## config.mk

```make
export PLATFORM = sky130hd
export DESIGN_NAME = count_display_driver
export DESIGN_NICKNAME = d
export VERILOG_FILES = /design/src/rtl/count_display_driver.sv
export SDC_FILE = /design/constraint.sdc
export NUM_CORES = 1
export LEC_CHECK = 0
export CAP_MARGIN = 20
export CORE_MARGIN = 2
export CORE_UTILIZATION = 36
export DETAILED_ROUTE_END_ITERATION = 6
export SETUP_SLACK_MARGIN = 0.05
export SYNTH_ARGS = -nofsm -noshare
export SYNTH_HDL_FRONTEND = slang
export SYNTH_SLANG_ARGS = --single-unit
```

## constraint.sdc

```tcl
create_clock -name clk -period 2.54 [get_ports clk]
set_clock_uncertainty 0.05 [all_clocks]
set_input_delay 0.508 -clock clk [delete_from_list [all_inputs] [get_ports clk]]
set_output_delay 0.508 -clock clk [all_outputs]
set_load 0.01 [all_outputs]
```

## src/rtl/count_display_driver.sv

```systemverilog
// Binary-to-BCD converter (iterative double-dabble) feeding a multiplexed,
// active-low, 3-digit 7-segment display scanner.
module count_display_driver #(
    parameter int unsigned REFRESH_DIV = 50000,
    parameter bit          BLANK_LZ    = 1'b1
) (
    input  logic        clk,
    input  logic        reset,
    input  logic [7:0]  value_in,
    output logic [11:0] bcd_out,
    output logic        bcd_valid,
    output logic        busy,
    output logic [6:0]  seg_n,
    output logic [2:0]  an_n
);

    localparam int unsigned VAL_W  = 8;
    localparam int unsigned BCD_W  = 12;
    localparam int unsigned ITER_W = 3;
    localparam int unsigned PRE_W  = 16;
    localparam int unsigned IDX_W  = 2;
    localparam int unsigned SEG_W  = 7;
    localparam int unsigned AN_W   = 3;

    localparam logic [PRE_W-1:0]  PRE_MAX   = PRE_W'(REFRESH_DIV - 1);
    localparam logic [ITER_W-1:0] ITER_LAST = ITER_W'(VAL_W - 1);
    localparam logic [SEG_W-1:0]  SEG_BLANK = 7'h7F;

    typedef enum logic [1:0] {
        IDLE  = 2'd0,
        SHIFT = 2'd1,
        DONE  = 2'd2
    } state_t;

    state_t             state_q, state_d;
    logic [VAL_W-1:0]   shreg_q, shreg_d;
    logic [VAL_W-1:0]   cap_q, cap_d;
    logic [VAL_W-1:0]   last_q, last_d;
    logic [BCD_W-1:0]   scratch_q, scratch_d;
    logic [ITER_W-1:0]  iter_q, iter_d;
    logic [BCD_W-1:0]   bcd_q, bcd_d;
    logic               valid_q, valid_d;
    logic               busy_q, busy_d;

    logic [PRE_W-1:0]   pre_q, pre_d;
    logic [IDX_W-1:0]   idx_q, idx_d;
    logic [SEG_W-1:0]   seg_q, seg_d;
    logic [AN_W-1:0]    an_q, an_d;

    logic [BCD_W-1:0]         adj;
    logic [BCD_W+VAL_W-1:0]   shifted;
    logic                     wrap;
    logic [3:0]               digit;
    logic                     blank;

    function automatic logic [3:0] add3(input logic [3:0] n);
        return (n >= 4'd5) ? 4'(n + 4'd3) : n;
    endfunction

    // Active-high gfedcba glyphs for decimal digits.
    function automatic logic [SEG_W-1:0] glyph(input logic [3:0] d);
        logic [SEG_W-1:0] g;
        case (d)
            4'd0:    g = 7'h3F;
            4'd1:    g = 7'h06;
            4'd2:    g = 7'h5B;
            4'd3:    g = 7'h4F;
            4'd4:    g = 7'h66;
            4'd5:    g = 7'h6D;
            4'd6:    g = 7'h7D;
            4'd7:    g = 7'h07;
            4'd8:    g = 7'h7F;
            4'd9:    g = 7'h6F;
            default: g = 7'h00;
        endcase
        return g;
    endfunction

    always_ff @(posedge clk or posedge reset) begin
        if (reset) begin
            state_q   <= IDLE;
            shreg_q   <= '0;
            cap_q     <= '0;
            last_q    <= '0;
            scratch_q <= '0;
            iter_q    <= '0;
            bcd_q     <= '0;
            valid_q   <= 1'b0;
            busy_q    <= 1'b0;
            pre_q     <= '0;
            idx_q     <= '0;
            seg_q     <= 7'h40;
            an_q      <= 3'b110;
        end else begin
            state_q   <= state_d;
            shreg_q   <= shreg_d;
            cap_q     <= cap_d;
            last_q    <= last_d;
            scratch_q <= scratch_d;
            iter_q    <= iter_d;
            bcd_q     <= bcd_d;
            valid_q   <= valid_d;
            busy_q    <= busy_d;
            pre_q     <= pre_d;
            idx_q     <= idx_d;
            seg_q     <= seg_d;
            an_q      <= an_d;
        end
    end

    // Conversion FSM; the final SHIFT iteration performs the DONE update in place.
    always_comb begin
        state_d   = state_q;
        shreg_d   = shreg_q;
        cap_d     = cap_q;
        last_d    = last_q;
        scratch_d = scratch_q;
        iter_d    = iter_q;
        bcd_d     = bcd_q;
        valid_d   = 1'b0;
        busy_d    = busy_q;

        adj     = {add3(scratch_q[11:8]), add3(scratch_q[7:4]), add3(scratch_q[3:0])};
        shifted = {adj, shreg_q} << 1;

        case (state_q)
            IDLE: begin
                if (value_in != last_q) begin
                    cap_d     = value_in;
                    shreg_d   = value_in;
                    scratch_d = '0;
                    iter_d    = '0;
                    busy_d    = 1'b1;
                    state_d   = SHIFT;
                end
            end
            SHIFT: begin
                scratch_d = shifted[BCD_W+VAL_W-1:VAL_W];
                shreg_d   = shifted[VAL_W-1:0];
                iter_d    = ITER_W'(iter_q + 3'd1);
                if (iter_q == ITER_LAST) begin
                    bcd_d   = shifted[BCD_W+VAL_W-1:VAL_W];
                    last_d  = cap_q;
                    valid_d = 1'b1;
                    busy_d  = 1'b0;
                    state_d = IDLE;
                end
            end
            DONE: begin
                busy_d  = 1'b0;
                state_d = IDLE;
            end
            default: begin
                busy_d  = 1'b0;
                state_d = IDLE;
            end
        endcase
    end

    // Display scan: segments and anodes are both derived from the next index.
    always_comb begin
        wrap  = (pre_q == PRE_MAX);
        pre_d = wrap ? '0 : PRE_W'(pre_q + 16'd1);
        idx_d = idx_q;
        if (wrap) begin
            idx_d = (idx_q == 2'd2) ? '0 : IDX_W'(idx_q + 2'd1);
        end

        digit = 4'd0;
        blank = 1'b0;
        an_d  = 3'b111;
        case (idx_d)
            2'd0: begin
                digit = bcd_q[3:0];
                an_d  = 3'b110;
            end
            2'd1: begin
                digit = bcd_q[7:4];
                blank = BLANK_LZ && (bcd_q[11:8] == 4'd0) && (bcd_q[7:4] == 4'd0);
                an_d  = 3'b101;
            end
            2'd2: begin
                digit = bcd_q[11:8];
                blank = BLANK_LZ && (bcd_q[11:8] == 4'd0);
                an_d  = 3'b011;
            end
            default: begin
                blank = 1'b1;
                an_d  = 3'b111;
            end
        endcase

        seg_d = blank ? SEG_BLANK : ~glyph(digit);
    end

    assign bcd_out   = bcd_q;
    assign bcd_valid = valid_q;
    assign busy      = busy_q;
    assign seg_n     = seg_q;
    assign an_n      = an_q;

endmodule

```

* Word level (Yosys, flattened, before mapping)
Memories as Yosys holds them, arrays and structs flattened.
Index checks and enable logic that the tools add are counted.
** Word-level totals
- Flip-flop bits (word level) :: 83
- Memory bits (read-only) :: 112
- Input port bits :: 10
- Output and inout bits :: 24
- Word-level logic and storage cells :: 67
- Memories kept :: 1
** Memory list
- (name not given) :: words 16, width 7, rd ports 1, clocked after memory_dff 0, wr ports 0, line 63 : case (d)
** Operators by class
- Add/subtract/negate cells :: 6
- Order comparisons :: 3
- Equal/unequal tests :: 9
- Multiplexer cells :: 24
- Bitwise gates (word level) :: 1
- Reductions and logical operators :: 10
** Operators with widths (count)
- $pmux W12 S2 :: 1
- $add A16 B1 Y16 const B :: 1
- $eq A16 B16 Y1 const B :: 1
- $mux W16 :: 1
- $pmux W8 S2 :: 1
- $ge A4 B3 Y1 const B :: 3
- $mux W12 :: 1
- $pmux W4 S3 :: 1
- $pmux W3 S3 :: 1
- $add A4 B2 Y4 const B :: 2
- $logic_not A4 Y1 :: 2
- $mux W2 :: 4
- $mux W4 :: 2
- $mux W8 :: 1
- $ne A8 B8 Y1 :: 1
- $reduce_and A2 Y1 :: 4
- $mux W7 :: 1
- $not A7 Y7 :: 1
- $mux W3 :: 2
- $pmux W3 S2 :: 1
- $eq A2 B1 Y1 const B :: 2
- $eq A2 B2 Y1 const B :: 2
- $logic_not A2 Y1 :: 2
- $mux W1 :: 4
- other kinds (10) :: 11

* Depth between registers and ports, before layout
An unclocked memory read counts as a cell.
- Depth after elaboration :: 8
- Gate-level depth with buffers :: 13
- Gate-level depth less buffers :: 11

* Least setup slack after synthesis
OpenSTA, ideal clock, no wires.
- Path type :: register to register
- Start :: register pre_q[0]
- End :: register seg_q[3] (netlist: seg_n[3])
- Library setup time :: 0.078 ns
- Arrival :: 2.629 ns
- Required time :: 2.412 ns
- Setup slack :: -0.218 ns
- Stages on the path, launching flop included :: 11
- Buffers on the path :: 2
- Period minus slack after synthesis :: 2.758 ns
- Cell sequence :: dfrtp_1 > ha_1 > and3_1 > buf_2 > and4_2 > buf_6 > mux2_4 > a221oi_1 > ha_1 > o21a_1 > a21oi_1
** Between the ends
- Word-level cells in the longest chain between the ends :: 7
- Elaborated cells between the ends (all ways) :: 10
- Classes of those cells :: 3 x eq/ne; 4 x mux; 1 x bitwise; 1 x reduce/logical; 1 x memory
** Ends and longest elaborated chain
- start, declared :: line 45 : logic [PRE_W-1:0] pre_q, pre_d;
- start signal, assigned :: line 104 : pre_q <= pre_d;
- $eq A16 B16 Y1 (*) :: line 162 : wrap = (pre_q == PRE_MAX);
- $mux W2 (*) :: line 165 : if (wrap) begin
- $eq A2 B2 Y1, or another cell as far along :: line 172 : case (idx_d)
- $pmux W4 S3 :: line 172
- $mem_v2 Z16 W7
- $not A7 Y7 :: line 193 : seg_d = blank ? SEG_BLANK : ~glyph(digit);
- $mux W7 (*) :: line 193
- named net seg_d[3] :: line 47 : logic [SEG_W-1:0] seg_q, seg_d;
- end signal, assigned :: line 106 : seg_q <= seg_d;
- end, declared :: line 47
Mark *: on every way through the listed nets, which the timed path passes. The rest lies on a longest branch.
A chain may end at the register's enable or synchronous reset.

* Worst setup path after layout
- Start :: register pre_q[0]
- End :: register seg_q[4] (netlist: seg_n[4])
** Between the ends
- Word-level cells in the longest chain between the ends :: 7
- Elaborated cells between the ends (all ways) :: 10
- Classes of those cells :: 3 x eq/ne; 4 x mux; 1 x bitwise; 1 x reduce/logical; 1 x memory
** Ends and longest elaborated chain
- $eq A16 B16 Y1 (*) :: line 162
- $mux W2 (*) :: line 165
- named net idx_d[0] :: line 46 : logic [IDX_W-1:0] idx_q, idx_d;
- $eq A2 B2 Y1, or another cell as far along :: line 172
- $pmux W4 S3 :: line 172
- $mem_v2 Z16 W7
- $not A7 Y7 :: line 193
- $mux W7 (*) :: line 193
- named net seg_d[4] :: line 47
Marked as above.

==> flow_metrics.tcl <==
set metrics [dict create \
    status "complete, no violations" \
    syn_area_um2 4010 \
    drive_gt1_frac 0.215 \
    htreeDepth 3 \
    clockRootBuffer "clkbuf_8" \
    tightest_slew_ps 671 \
    rows 38 \
    fin_nets 457 \
    start_kind "flip-flop" \
    gp_congestion 0.851 \
    slew_headroom 0.551 \
    hpwl_mm 5.54 \
    via_per_inst 4.99 \
    dp_slack_ps 0.831 \
    maxCapViolCount 0 \
    synth_largest_area_cell "dfrtp_1" \
    finalSetupTns_ps 0 \
    yosysUniqueCellTypes 49 \
    start_util 0.370 \
    cts_made_buffers 9 \
    setup_viol 0 \
    async_flop_share 1.00 \
    fin_ws_ps 44.3 \
    total_leakage_power_uw 0.00222 \
    powerDensity_nw_per_um2 1010 \
    drtIter0Drc 152 \
    path_clk_slew_ps 80 \
    synth_nets 399 \
    fmax_mhz 401 \
    syn_to_final_growth_pct 24.8 \
    finalCritPeriodShare 0.983 \
    track_usage 0.149 \
    antenna_found_initial 0 \
    worstPathMaxFanout 4 \
    rsz0062_at_grt "yes" \
    die-area_um2 12000 \
    insertedDiodeCount 0 \
    synth_top_area_frac 0.486 \
    grt-ovfl-total 0 \
    synthTopCellsByArea "dfrtp_1 49%, mux2i_1 5.5%, mux2_2 5.3%" \
    drt.antenna.violating_nets 0 \
    grt_pass1_vias 2900 \
    arrival_ps 2680 \
    post_drt_wl_per_cell_um 14.1 \
    crit_buf_inv 2 \
    synth-seq-area-share 0.506 \
    slowest_delay_ps 390 \
    final_common_cell "dfrtp_1" \
    die_x_um 110 \
    worstPathRequired_ps 2730 \
    layout_common_cells "78 x dfrtp_1, 50 x nand2_1, 33 x clkdlybuf4s50_1, 30 x o21ai_0, 24 x buf_4" \
    netlist_instances 375 \
    grt_use_met1 0.185 \
    cts_buffer_depth 2 \
    hp-class "flip-flop to flip-flop" \
    synth_seq_cells 81 \
    grtUsageMet3 0.0403 \
    vias 2885 \
    gr-max-usage-layer "met2" \
    die_height_um 110 \
    crit_path_cell_trace "ha_2, and3_4, and4_4, buf_6, mux2_4, a222oi_1, buf_4, nor3_2, a211o_1" \
    drtPass1Iterations 4 \
    hold_viol_final 0 \
    drc 0 \
    ioPinCount 34 \
    criticalPathCategory "flip-flop to flip-flop" \
    finalCriticalPeriod_ps 2500 \
    cts.sinks 81 \
    grtUsageMet2 0.249 \
    grt_pass1_wl_mm 13.8 \
    grt_start_max_net_pins 82 \
    synth_edf_count 0 \
    cts_tree "yes" \
    syn_area_per_cell_um2 10.7 \
    synth_ff_type "dfrtp_1" \
    clock_latency_ps 350 \
    core-area_um2 10800 \
    cp_slowest_cell "dfrtp_1" \
    yosysWarnings 0 \
    critPathTopFamily "compound AO/OA/AOI/OAI gates" \
    irDropWorstVdd_uv 445 \
    cp-end-kind "flip-flop" \
    report.final.slew_viol_count 0 \
    place.port_buffers 33 \
    routed_wl_mm 8.12 \
]
## logic make-up (layout without fill, tap and decap cells)
group | Yosys count | in the layout | synth area share
and+or+nand+nor | 114 | 114 | 0.147
DFF | 81 | 81 | 0.506
buffers and inverters | 35 | 98 | 0.0352
AOI/OAI and AO/OA | 61 | 61 | 0.0926
adders and majority gates | 15 | 15 | 0.0461
xor gates and xnor gates | 26 | 26 | 0.0568
muxes | 43 | 43 | 0.116
## path summary, 6_finish.rpt
path | start | end | slack, ps | cells past startpoint
hold / removal | pre_q[10]$_DFF_PP0_ | pre_q[10]$_DFF_PP0_ | 430 | 1
setup / recovery | pre_q[0]$_DFF_PP0_ | seg_n[4]$_DFF_PP0_ | 40 | 9
setup reg to reg | pre_q[0]$_DFF_PP0_ | seg_n[4]$_DFF_PP0_ | 40 | 9
min in group asynchronous | reset | scratch_q[11]$_DFFE_PP0P_ | 550 | 3
hold reg to reg | pre_q[10]$_DFF_PP0_ | pre_q[10]$_DFF_PP0_ | 430 | 1
max in group asynchronous | reset | seg_n[6]$_DFF_PP1_ | 1520 | 3
## flip-flops by register name, summed over array words and instances, names as in the netlist
| register | count |
|---|---|
| pre_q | 16 |
| idx_q | 2 |
| bcd_out | 12 |
| an_n | 3 |
| busy | 1 |
| bcd_valid | 1 |
| iter_q | 3 |
| scratch_q | 12 |
| seg_n | 7 |
| last_q | 8 |
| cap_q | 8 |
| shreg_q | 8 |
## cells in the mapped netlist, types with 3 or more instances
library cell and count:
clkbuf_1 10, xor2_1 9, nand2_1 50, mux2i_1 22, nor3b_1 6, dfrtp_1 78, mux2_2 19, nand3_1 9
nor3_1 3, a21oi_1 11, nor2_1 17, dfstp_2 3, nand2b_1 6, and3_2 3, o21ai_0 31, and3_1 7
xnor2_1 17, inv_1 20, ha_1 14, a31oi_1 3
## through the flow
stage / cell area (µm²) / hold WS (ps) / instances / utilization / total power, µW
2_1_floorplan: 4040 / 377 / 375 / - / 3300
3_3_place_gp: 4640 / 389 / 552 / 0.428 / 3930
3_5_place_dp: 4640 / 415 / 552 / 0.428 / 4000
4_1_cts: 4860 / 427 / 569 / 0.448 / 4990
5_1_grt: 5010 / 449 / 578 / 0.462 / 5470
6_report: 5010 / 432 / 578 / 0.462 / 5030
## per-layer routing
layer	wire length, µm	vias up
li1	-	1404
met1	3750	1401
met2	3920	68
met3	342	12
met4	108	0
met5	0	-
## power by group
group	total [µW]	internal, µW	switching, µW
sequential	2100	1740	366
combinational	1980	1050	923
clock	954	508	446
total	5030	3300	1740
## timing repair
item                       in CTS  in global routing
buffers inserted                1                  9
setup endpoints to repair       5                  7
resized for setup               3                 17
hold buffers                    0                  0
pin swaps                       3                  8
## cell type report
cell class | count | area (µm²)
clock buffers | 12 | 155
clock inverters | 4 | 51.3
fillers | 1032 | 5830
inverters | 20 | 78.8
multi-input cells | 259 | 1940
flip-flops and latches | 81 | 2030
well taps | 140 | 175
repair buffers | 62 | 576
(Power assumes the default switching activity.)
